$ cat src/rtl/alu_multicycle.sv
// Registered execute-stage ALU: 1-cycle logic/arith ops, iterative multiply
// (shift-add) and divide/modulo (restoring), with a start/busy/done handshake.
module alu_multicycle #(
   parameter int unsigned WIDTH = 32,
   parameter int unsigned CNT_W = 6
) (
   input  logic             clock,
   input  logic             reset,
   input  logic             start,
   input  logic [WIDTH-1:0] data1,
   input  logic [WIDTH-1:0] data2,
   input  logic [5:0]       operation,
   input  logic [1:0]       ALUOp,
   output logic             busy,
   output logic             done,
   output logic             zero,
   output logic [WIDTH-1:0] aluResult,
   output logic             div_by_zero
);

   localparam logic [5:0] OP_ADD = 6'd1;
   localparam logic [5:0] OP_SUB = 6'd2;
   localparam logic [5:0] OP_AND = 6'd3;
   localparam logic [5:0] OP_OR  = 6'd4;
   localparam logic [5:0] OP_XOR = 6'd5;
   localparam logic [5:0] OP_NOT = 6'd6;
   localparam logic [5:0] OP_SHL = 6'd7;
   localparam logic [5:0] OP_SHR = 6'd8;
   localparam logic [5:0] OP_MUL = 6'd9;
   localparam logic [5:0] OP_DIV = 6'd10;
   localparam logic [5:0] OP_MOD = 6'd11;

   typedef enum logic [1:0] {S_IDLE, S_MUL, S_DIV, S_DONE} state_t;

   state_t             state_q, state_d;
   logic [CNT_W-1:0]   cnt_q, cnt_d;
   logic [WIDTH-1:0]   acc_q, acc_d;      // product accumulator / partial remainder
   logic [WIDTH-1:0]   opa_q, opa_d;      // multiplicand / dividend-then-quotient
   logic [WIDTH-1:0]   opb_q, opb_d;      // multiplier / divisor
   logic               is_mod_q, is_mod_d;
   logic               zero_lat_q, zero_lat_d;
   logic               busy_d, done_d, zero_d, dbz_d;
   logic [WIDTH-1:0]   result_d;

   logic               accept, last, zero_in, fast_dbz, div_ge;
   logic [WIDTH-1:0]   fast_res, mul_sum, div_rem, div_quot;
   logic [WIDTH:0]     div_shift;

   // Next-state, datapath and output computation
   always_comb begin
      state_d    = state_q;
      cnt_d      = cnt_q;
      acc_d      = acc_q;
      opa_d      = opa_q;
      opb_d      = opb_q;
      is_mod_d   = is_mod_q;
      zero_lat_d = zero_lat_q;
      result_d   = aluResult;
      zero_d     = zero;
      dbz_d      = div_by_zero;
      fast_dbz   = 1'b0;
      fast_res   = data1;

      accept    = start && (state_q == S_IDLE || state_q == S_DONE);
      last      = (cnt_q == CNT_W'(WIDTH - 1));
      zero_in   = (ALUOp == 2'b10) ? (data1 != data2) : (data1 == data2);
      mul_sum   = acc_q + (opb_q[0] ? opa_q : '0);
      div_shift = {acc_q, opa_q[WIDTH-1]};
      div_ge    = (div_shift >= {1'b0, opb_q});
      div_rem   = div_ge ? WIDTH'(div_shift - {1'b0, opb_q}) : div_shift[WIDTH-1:0];
      div_quot  = {opa_q[WIDTH-2:0], div_ge};

      if (ALUOp[0]) begin
         fast_res = data2;
      end else begin
         case (operation)
            OP_ADD:  fast_res = data1 + data2;
            OP_SUB:  fast_res = data1 - data2;
            OP_AND:  fast_res = data1 & data2;
            OP_OR:   fast_res = data1 | data2;
            OP_XOR:  fast_res = data1 ^ data2;
            OP_NOT:  fast_res = ~data1;
            OP_SHL:  fast_res = data1 << data2;
            OP_SHR:  fast_res = data1 >> data2;
            // Only reached on the fast path when data2 is zero
            OP_DIV:  begin fast_res = '1;    fast_dbz = 1'b1; end
            OP_MOD:  begin fast_res = data1; fast_dbz = 1'b1; end
            default: fast_res = data1;
         endcase
      end

      case (state_q)
         S_MUL: begin
            acc_d = mul_sum;
            opa_d = opa_q << 1;
            opb_d = opb_q >> 1;
            if (last) begin
               state_d  = S_DONE;
               result_d = mul_sum;
               zero_d   = zero_lat_q;
               dbz_d    = 1'b0;
            end else begin
               cnt_d = cnt_q + CNT_W'(1);
            end
         end
         S_DIV: begin
            acc_d = div_rem;
            opa_d = div_quot;
            if (last) begin
               state_d  = S_DONE;
               result_d = is_mod_q ? div_rem : div_quot;
               zero_d   = zero_lat_q;
               dbz_d    = 1'b0;
            end else begin
               cnt_d = cnt_q + CNT_W'(1);
            end
         end
         default: begin
            state_d = S_IDLE;
            if (accept) begin
               cnt_d      = '0;
               zero_lat_d = zero_in;
               if (!ALUOp[0] && operation == OP_MUL) begin
                  state_d = S_MUL;
                  acc_d   = '0;
                  opa_d   = data1;
                  opb_d   = data2;
               end else if (!ALUOp[0] && (operation == OP_DIV || operation == OP_MOD)
                            && data2 != '0) begin
                  state_d  = S_DIV;
                  acc_d    = '0;
                  opa_d    = data1;
                  opb_d    = data2;
                  is_mod_d = (operation == OP_MOD);
               end else begin
                  state_d  = S_DONE;
                  result_d = fast_res;
                  zero_d   = zero_in;
                  dbz_d    = fast_dbz;
               end
            end
         end
      endcase

      busy_d = (state_d == S_MUL) || (state_d == S_DIV);
      done_d = (state_d == S_DONE);
   end

   // State and output registers
   always_ff @(posedge clock or posedge reset) begin
      if (reset) begin
         state_q     <= S_IDLE;
         cnt_q       <= '0;
         acc_q       <= '0;
         opa_q       <= '0;
         opb_q       <= '0;
         is_mod_q    <= 1'b0;
         zero_lat_q  <= 1'b0;
         busy        <= 1'b0;
         done        <= 1'b0;
         zero        <= 1'b0;
         aluResult   <= '0;
         div_by_zero <= 1'b0;
      end else begin
         state_q     <= state_d;
         cnt_q       <= cnt_d;
         acc_q       <= acc_d;
         opa_q       <= opa_d;
         opb_q       <= opb_d;
         is_mod_q    <= is_mod_d;
         zero_lat_q  <= zero_lat_d;
         busy        <= busy_d;
         done        <= done_d;
         zero        <= zero_d;
         aluResult   <= result_d;
         div_by_zero <= dbz_d;
      end
   end

endmodule

$ cat config.mk
export PLATFORM = sky130hd
export DESIGN_NAME = alu_multicycle
export DESIGN_NICKNAME = d
export VERILOG_FILES = /design/src/rtl/alu_multicycle.sv
export SDC_FILE = /design/constraint.sdc
export NUM_CORES = 1
export LEC_CHECK = 0
export CORE_ASPECT_RATIO = 1.2
export CORE_MARGIN = 2
export CORE_UTILIZATION = 30
export DETAILED_ROUTE_END_ITERATION = 7
export PLACE_DENSITY_LB_ADDON = 0.05
export SLEW_MARGIN = 10
export SYNTH_ARGS = -nofsm -noshare
export SYNTH_HDL_FRONTEND = slang
export SYNTH_SLANG_ARGS = --single-unit
$ cat constraint.sdc
create_clock -name clock -period 6 [get_ports clock]
set_clock_uncertainty 0.05 [all_clocks]
set_input_delay 1.2 -clock clock [delete_from_list [all_inputs] [get_ports clock]]
set_output_delay 1.2 -clock clock [all_outputs]
set_load 0.02 [all_outputs]
Yosys cells after proc, flatten, opt, wreduce, memory -nomap -nowiden --
Index checks and enable logic that the tools add are counted.
Word-level totals: output and inout port bits 36, register bits after elaboration 142, bits of input ports 75, word-level logic and storage cells 124
Cells by class: reductions and logical operators 24, $lt $le $gt $ge 1, add/subtract/negate cells 5, multiplexer cells 44, bitwise gates (word level) 7, equality and inequality tests 29, shift-type cells 2
Operators by type and width (number):
- 32-bit two-way mux | 18
- 32-bit case mux with 9 select lines | 1
- 32-bit case mux with 2 select lines | 4
- 32-bit adder | 2
- 32-bit subtractor | 2
- 33-bit by 32-bit greater-or-equal comparator with 1-bit output | 1
- 32-bit bitwise AND | 1
- 32-bit equality test | 1
- 32-bit inequality test | 1
- 32-bit NOT | 1
- 32-bit bitwise OR | 1
- 32-bit nonzero test | 1
- 32-bit by 32-bit left shift with 32-bit output | 1
- 32-bit by 32-bit >> shifter with 32-bit output | 1
- 32-bit bitwise XOR | 1
- 6-bit by 3-bit equality test with 1-bit output (second input constant) | 4
- 6-bit by 4-bit equality test with 1-bit output (second input constant) | 4
- 6-bit two-way mux | 3
- 1-bit two-way mux | 14
- 6-bit by 2-bit equality test with 1-bit output (second input constant) | 2
- 2-bit equality test (second input constant) | 5
- 2-bit inequality test (second input constant) | 5
- 2-bit two-way mux | 4
- 4-bit AND reduction | 2
- other kinds (18) | 32

Depth between registers and ports, before layout --
Gate-level depths: netlist (run 1).
depth in word-level cells 10, depth in mapped cells 17, mapped depth without buffers 14

Least setup slack after synthesis (run 1) --
OpenSTA, ideal clock, no wires.
path type input port to flip-flop, from input data2[2], to register aluResult[28], setup time 0.134 ns, stages on the path 17, path slack 0.966 ns, buffers on the path 5, data required time 5.816 ns, arrival 4.851 ns, cell sequence buf_2 buf_2 inv_2 buf_1 clkbuf_1 ha_1 clkbuf_2 a21oi_1 o211ai_1 a21oi_1 o211ai_1 a221oi_1 nor4_1 o31ai_1 mux2_2 o31ai_1 nand3_1
On the way: longest elaborated chain between the ends 7, elaborated cells on any way between the ends 14, classes of those cells 2 x add/sub; 1 x eq/ne; 2 x shift; 6 x mux; 3 x reduce/logical
Ends and longest elaborated chain:
- start, declared | line 11 | input logic [WIDTH-1:0] data2,
- 32-bit subtractor, or another cell as far along | line 78 | OP_SUB: fast_res = data1 - data2;
- 32-bit case mux with 9 select lines | line 76 | case (operation)
- 32-bit two-way mux | line 73 | if (ALUOp[0]) begin
- 32-bit two-way mux | line 128 | end else if (!ALUOp[0] && (operation == OP_DIV || operation == OP_MOD)
- 32-bit two-way mux | line 123 | if (!ALUOp[0] && operation == OP_MUL) begin
- 32-bit two-way mux | line 120 | if (accept) begin
- 32-bit case mux with 2 select lines | line 92 | case (state_q)
- end signal, assigned | line 175 | aluResult <= result_d;
- end, declared | line 17 | output logic [WIDTH-1:0] aluResult,
Parallel ways exist; a longest one is shown, timed or not. The select of a mux whose other input is x is not followed. A chain may end at the register's enable or synchronous reset.

Final worst setup path (run 1) --
from input data2[6], to register aluResult[24]
Same word-level chain as after synthesis.

==> summary.md, run 1 <==
| Metric | Value |
|---|---|
| Worst slew pin tran | `1.06 ns` |
| CTS max path bufs | `2` |
| Slew headroom | `0.277` |
| Async set or reset register ratio after synthesis | `1.00` |
| Number of synthesized flops with an enable pin | `0` |
| Hold Fails Final Rpt | `0` |
| H-tree Lvls | `4` |
| # setup viols final | `0` |
| Postcts setup bufs | `0` |
| Number of gates resized after CTS | `0` |
| GP Congestion | `approximately 0.96` |
| Core region area | `approximately 67,000 µm²` |
| Diodes inserted | `0` |
| Power per cell area | `slightly above 400 nW/µm²` |
| Syn avg cell area | `roughly 7.3 µm²` |
| Syn_nets | `approximately 3,000` |
| Dpl hpwl | `89,100 µm` |
| Fraction of layout cells with a size suffix above 1 | `0.111` |
| RSZ-0062 raised after global routing | `no` |
| Initial DRT Pass Iterations | `6` |
| Clk sinks | `between 100 and 150` |
| Commonest non-fill, non-tap cell in the layout | `nor2_1` |
| Hold Path Class | `flip-flop to flip-flop` |
| #FFs+latches synth | `about 140` |
| Hold-fix buffers at CTS | `0` |
| Status | `completed` |
| Routed Wire Length | `~110,000 µm` |
| Starting DRC count in detailed routing | `approximately 2,300` |
| Vias in the first global route | `about 22,000` |
| Fin Hold WS | `about 0.43 ns` |
| Peak VDD IR | `approximately 340 µV` |
| Initial antenna violation count | `1` |
| Final Cycle Share | `0.882` |
| GR Util All Layers | `0.319` |
| Lkg Pwr | `approximately 10 nW` |
| Cts bufs inserted | `17` |
| Crit-path cells | `clkdlybuf4s50_1 > inv_1 > ha_1 > or3_1 > a2111oi_2 > nor3_1 > nor3_2 > o21ai_2 > xnor2_1 > a221oi_1 > o21ai_0 > a21oi_1 > a211oi_1` |
| First-pass GRT wire length | `approximately 160,000 µm` |
| Max Cap Viol | `0` |
| Post-Syn Instances | `around 2,800` |
| Width of the die | `around 240 µm` |
| Worst Path Required | `6.31 ns` |
| DRC viols | `0` |
| Die Y | `~290 µm` |
| Total congestion overflow | `0` |
| Grt peak-use layer | `met2` |
| Final-stage net count | `3,086` |
| Tmin final | `between 5 and 6 ns` |
| Routed len/inst | `between 20 and 30 µm` |
| Critical Path AT | `between 5 and 6 ns` |
| GR Layer Usage met3 | `0.0385` |
| CTS tree | `built` |
| Vias | `22,700` |
| Clk slew on worst S/H paths | `around 0.080 ns` |
| Clock Latency Late Sink | `approximately 0.50 ns` |
| Root Buffer | `clkbuf_16` |
| Most used DFF post-synth | `dfrtp_1` |
| Row count | `104` |
| Worst setup EP type | `flip-flop` |
| Largest net degree at the start of global routing | `83` |
| Met2 Use GR | `0.532` |
| Register area share after synthesis | `0.175` |
| Critical path's largest stage delay | `~0.73 ns` |
| Fmax | `between 0.15 and 0.2 GHz` |
| Warnings, synthesis | `0` |
| TNS Setup | `0 ns` |
| CP Max Fanout | `8` |
| Met1 Usage GRT | `0.412` |
| # port buffers | `110` |
| Post-Syn Area | `just over 20,000 µm²` |
| Area delta synth->final | `16.2%` |
| Synth unique cells | `96` |
| CP max-delay cell | `nor3_2` |
| Vias/cell | `6.03` |
| ANT nets after route | `0` |
| Critical path type | `primary input to flip-flop` |
| Initial Util | `0.303` |
| CP startpoint kind | `primary input` |
| Slew Limit Fails | `0` |
| Die area | `around 70,000 µm²` |
| Ports | `~110` |
| Commonest non-fill, non-tap cells in the layout | `nor2_1, a21oi_1, nand2_1` |
[metal layers]
| layer | share of wire | wire (µm) |
|---|---|---|
| met4 | 0.047 | 5270 |
| met1 | 0.43 | 47700 |
| met5 | 0 | 0 |
| met3 | 0.056 | 6250 |
| met2 | 0.47 | 52900 |
[cells in the mapped netlist, types with 40 or more instances]
master | instances | area share
a21oi_1 | 281 | 0.069
nor3_1 | 71 | 0.017
and3_1 | 52 | 0.016
nand2_1 | 224 | 0.041
nand3_1 | 53 | 0.013
o21ai_0 | 209 | 0.052
nor2_1 | 306 | 0.057
a21o_1 | 40 | 0.015
dfrtp_1 | 142 | 0.17
ha_1 | 163 | 0.10
a211oi_1 | 61 | 0.023
xnor2_1 | 46 | 0.020
o211ai_1 | 40 | 0.015
clkbuf_1 | 160 | 0.030
mux2i_1 | 114 | 0.056
inv_1 | 149 | 0.028
[sequential cells by signal (all words and copies together) (netlist names)]
register and count:
zero 1, done 1, cnt_q 6, busy 1
div_by_zero 1, opa_q 32, aluResult 32, acc_q 32
is_mod_q 1, zero_lat_q 1, state_q 2, opb_q 32
[metrics by stage]
step | util | total power, mW | setup slack (ns) | std cells | cell area (µm²)
3_3_place_gp | 0.343 | 8.55 | 0.132 | 3726 | 23000
4_1_cts | 0.352 | 9.77 | 0.863 | 3758 | 23600
2_1_floorplan | - | 6.22 | 0.940 | 2763 | 20300
3_5_place_dp | 0.343 | 8.60 | 0.383 | 3726 | 23000
5_1_grt | 0.352 | 10.5 | 0.669 | 3758 | 23600
6_report | 0.352 | 9.80 | 0.707 | 3758 | 23600
[critical path, delay by kind of cell]
kind / cells / cell delay, ns
AO/OA/AOI/OAI: 6 / 1.72
XOR/XNOR: 1 / 0.21
buffers and inverters: 2 / 0.89
adder cells (fa/ha/maj): 1 / 0.25
AND/OR/NAND/NOR: 3 / 1.31
[worst paths after layout]
| path | from | endpoint | slack, ns | depth (start not counted) |
|---|---|---|---|---|
| max reg2reg | opb_q[0] | aluResult[12] | 1.24 | 13 |
| min in group asynchronous | reset | opb_q[26] | 1.14 | 2 |
| max in group asynchronous | reset | aluResult[13] | 3.67 | 3 |
| max | data2[6] | aluResult[24] | 0.71 | 13 |
| min reg2reg | zero_lat_q | zero_lat_q | 0.43 | 2 |
| min | zero_lat_q | zero_lat_q | 0.43 | 2 |
[layout make-up]
class,instances,area (µm²)
Fill cell,7166,43400
Multi-Input combinational cell,2252,15400
Sequential cell,142,3550
Timing Repair Buffer,277,2380
Tap cell,901,1130
Inverter,154,583
Clock buffer,18,439
Clock inverter,14,141
[logic make-up after synthesis]
kind of cell,share of synthesized area
AO/OA/AOI/OAI,0.311
XOR/XNOR,0.0293
adder cells (fa/ha/maj),0.104
buffers and inverters,0.0721
flip-flops,0.175
multiplexers,0.103
AND/OR/NAND/NOR,0.206
[where the power goes]
group	internal (mW)	switching (mW)
sequential	1.39	0.482
combinational	2.50	4.29
clock	0.566	0.560
(Power assumes the default switching activity.)
==> run 2: changes to the inputs <==
--- a/config.mk
+++ b/config.mk
@@ -8,8 +8,8 @@
 export CORE_ASPECT_RATIO = 1.2
 export CORE_MARGIN = 2
 export CORE_UTILIZATION = 30
+export CTS_BUF_LIST = sky130_fd_sc_hd__clkbuf_16
 export DETAILED_ROUTE_END_ITERATION = 7
-export PLACE_DENSITY_LB_ADDON = 0.05
 export SLEW_MARGIN = 10
 export SYNTH_ARGS = -nofsm -noshare
 export SYNTH_HDL_FRONTEND = slang
==> run 2 against run 1 <==
- total power shrank 4.0%
- largest power group unchanged
- sequential cell count is the same
- wire length shrank 12%
- setup slack gained 0.13 ns
- combinational power shrank 4.4%
- first-iteration DRC count grew 33%
- critical endpoint is now aluResult[30]
- sequential share of layout area grew 0.16 points
- sequential power is essentially flat
==> summary.md, run 2 (same netlist as run 1, synthesis figures left out) <==
| Metric | Value |
|---|---|
| Status | `completed` |
| Power per cell area | `roughly 400 nW/µm²` |
| Sw frac | `0.533` |
| Routed Wire Length | `about 99,000 µm` |
| Area delta synth->final | `15.0%` |
| CTS tree | `built` |
| Tot Pwr | `approximately 9.4 mW` |
| Worst hold stages | `2` |
| GR Util All Layers | `0.279` |
| Fraction of layout cells with a size suffix above 1 | `0.102` |
| Slew headroom | `0.327` |
| TNS Setup | `0 ns` |
| Hold_sp | `zero_lat_q` |
| Commonest non-fill, non-tap cell in the layout | `nor2_1` |
| Lkg Pwr | `roughly 9.8 nW` |
| Final Cycle Share | `0.860` |
| GP Congestion | `roughly 1.0` |
| Initial antenna violation count | `2` |
| Width of the die | `between 200 and 250 µm` |
| ANT nets after route | `0` |
| CP Max Fanout | `8` |
| Tmin final | `roughly 5.2 ns` |
| GR Layer Usage met3 | `0.0323` |
| Worst Path Required | `6.29 ns` |
| Critical Path AT | `~5.5 ns` |
| Int Power | `approximately 4.4 mW` |
| Vias in the first global route | `between 20,000 and 25,000` |
| Initial DRT Pass Iterations | `7` |
| Filler cells | `7,107` |
| Fin Hold WS | `about 0.43 ns` |
| R2R depth | `13` |
| H-tree Lvls | `4` |
| Commonest non-fill, non-tap cells in the layout | `nor2_1, a21oi_1, nand2_1` |
| Cts bufs inserted | `17` |
| Worst slew pin tran | `between 0.9 and 1 ns` |
| Initial Util | `0.303` |
| Root Buffer | `clkbuf_16` |
| Die Y | `between 200 and 300 µm` |
| Fmax | `around 0.19 GHz` |
| Total congestion overflow | `0` |
| Routed len/inst | `26.5 µm` |
| DRC viols | `0` |
| Postcts setup bufs | `0` |
| Core region area | `between 60,000 and 70,000 µm²` |
| Vias/cell | `approximately 6.1` |
| Number of gates resized after CTS | `0` |
| Met2 Use GR | `0.453` |
| Clock Latency Late Sink | `0.46 ns` |
| Slew Limit Fails | `0` |
| Non-Filler Instances | `between 3,000 and 4,000` |
| Critical path origin | `data2[6]` |
| Clk sinks | `around 140` |
| Clk slew on worst S/H paths | `roughly 0.07 ns` |
| Max Cap Viol | `0` |
| Row count | `around 100` |
| Hold-fix buffers at CTS | `0` |
| Reg2reg end | `aluResult[26]` |
| Final-stage net count | `around 3,100` |
| Worst setup EP type | `flip-flop` |
| Largest net degree at the start of global routing | `just under 80` |
| RSZ-0062 raised after global routing | `no` |
| Comb pwr share | `0.690` |
| CTS max path bufs | `2` |
| # port buffers | `110` |
| RR Startpoint | `opb_q[0]` |
| Met1 Usage GRT | `0.355` |
| Ports | `between 100 and 150` |
| Placed instance count | `3,700` |
| Final core utilization | `0.348` |
| Hold Path Class | `flip-flop to flip-flop` |
| Clock share of power | `0.110` |
| Grt peak-use layer | `met2` |
| Starting DRC count in detailed routing | `around 3,100` |
| Sequential Power Share | `0.200` |
| Dpl hpwl | `roughly 77,000 µm` |
| Die area | `roughly 70,000 µm²` |
| # setup viols final | `0` |
| Worst hold endpoint | `zero_lat_q` |
| Reg2reg setup slack | `1.39 ns` |
| Critical path type | `primary input to flip-flop` |
| CP startpoint kind | `primary input` |
| Vias | `about 23,000` |
| Net switching power | `roughly 5.0 mW` |
| First-pass GRT wire length | `between 100,000 and 150,000 µm` |
| Hold Fails Final Rpt | `0` |
| Peak VDD IR | `~270 µV` |
[run 2: power groups by stage]
stage          clock network, mW  registers (mW)  logic [mW]
2_1_floorplan                  0            1.79        4.43
3_3_place_gp                   0            1.89        6.33
3_5_place_dp                   0            1.89        6.36
4_1_cts                     1.05            1.87        6.39
5_1_grt                     1.08            1.93        7.08
6_report                    1.04            1.89        6.49
[run 2: worst max path at each step]
stage	to	cells after the start	slack (ns)
5_1_grt	aluResult[30]	14	0.65
4_1_cts	aluResult[30]	13	1.04
3_5_place_dp	aluResult[30]	14	0.55
2_1_floorplan	acc_q[0]	1	0.94
6_report	aluResult[30]	13	0.84
3_3_place_gp	aluResult[30]	13	0.64
[run 2: metal layers]
layer | vias up | share of wire
met2 | 1201 | 0.45
met5 | - | 0
met4 | 0 | 0.067
met3 | 303 | 0.075
met1 | 10900 | 0.40
li1 | 10300 | -
[run 2: critical path, stage by stage]
cell	delay [ns]
clkdlybuf4s50_1	0.73
inv_1	0.16
ha_1	0.25
or3_1	0.43
a2111oi_2	0.48
nor3_1	0.18
nor3_2	0.63
nor3_1	0.11
o31a_1	0.34
o311ai_1	0.26
nor3b_1	0.34
a2bb2oi_1	0.23
a31oi_1	0.11
[run 2: area by class of cell]
| type | count | area, µm² | area share |
|---|---|---|---|
| Inverter | 154 | 583 | 0.0250 |
| Sequential cell | 142 | 3550 | 0.152 |
| Clock buffer | 17 | 425 | 0.0182 |
| Antenna cell | 2 | 5.00 | 0.000214 |
| Multi-Input combinational cell | 2252 | 15300 | 0.657 |
| Tap cell | 901 | 1130 | 0.0483 |
| Timing Repair Buffer | 251 | 2190 | 0.0937 |
| Clock inverter | 15 | 126 | 0.00541 |
[run 2: through the flow]
stage	setup slack, ns	cell area (µm²)
final	0.840	23300
after global routing	0.654	23300
after CTS	1.04	23300
after detailed placement	0.549	22800
after global placement	0.642	22800
after floorplan	0.940	20300
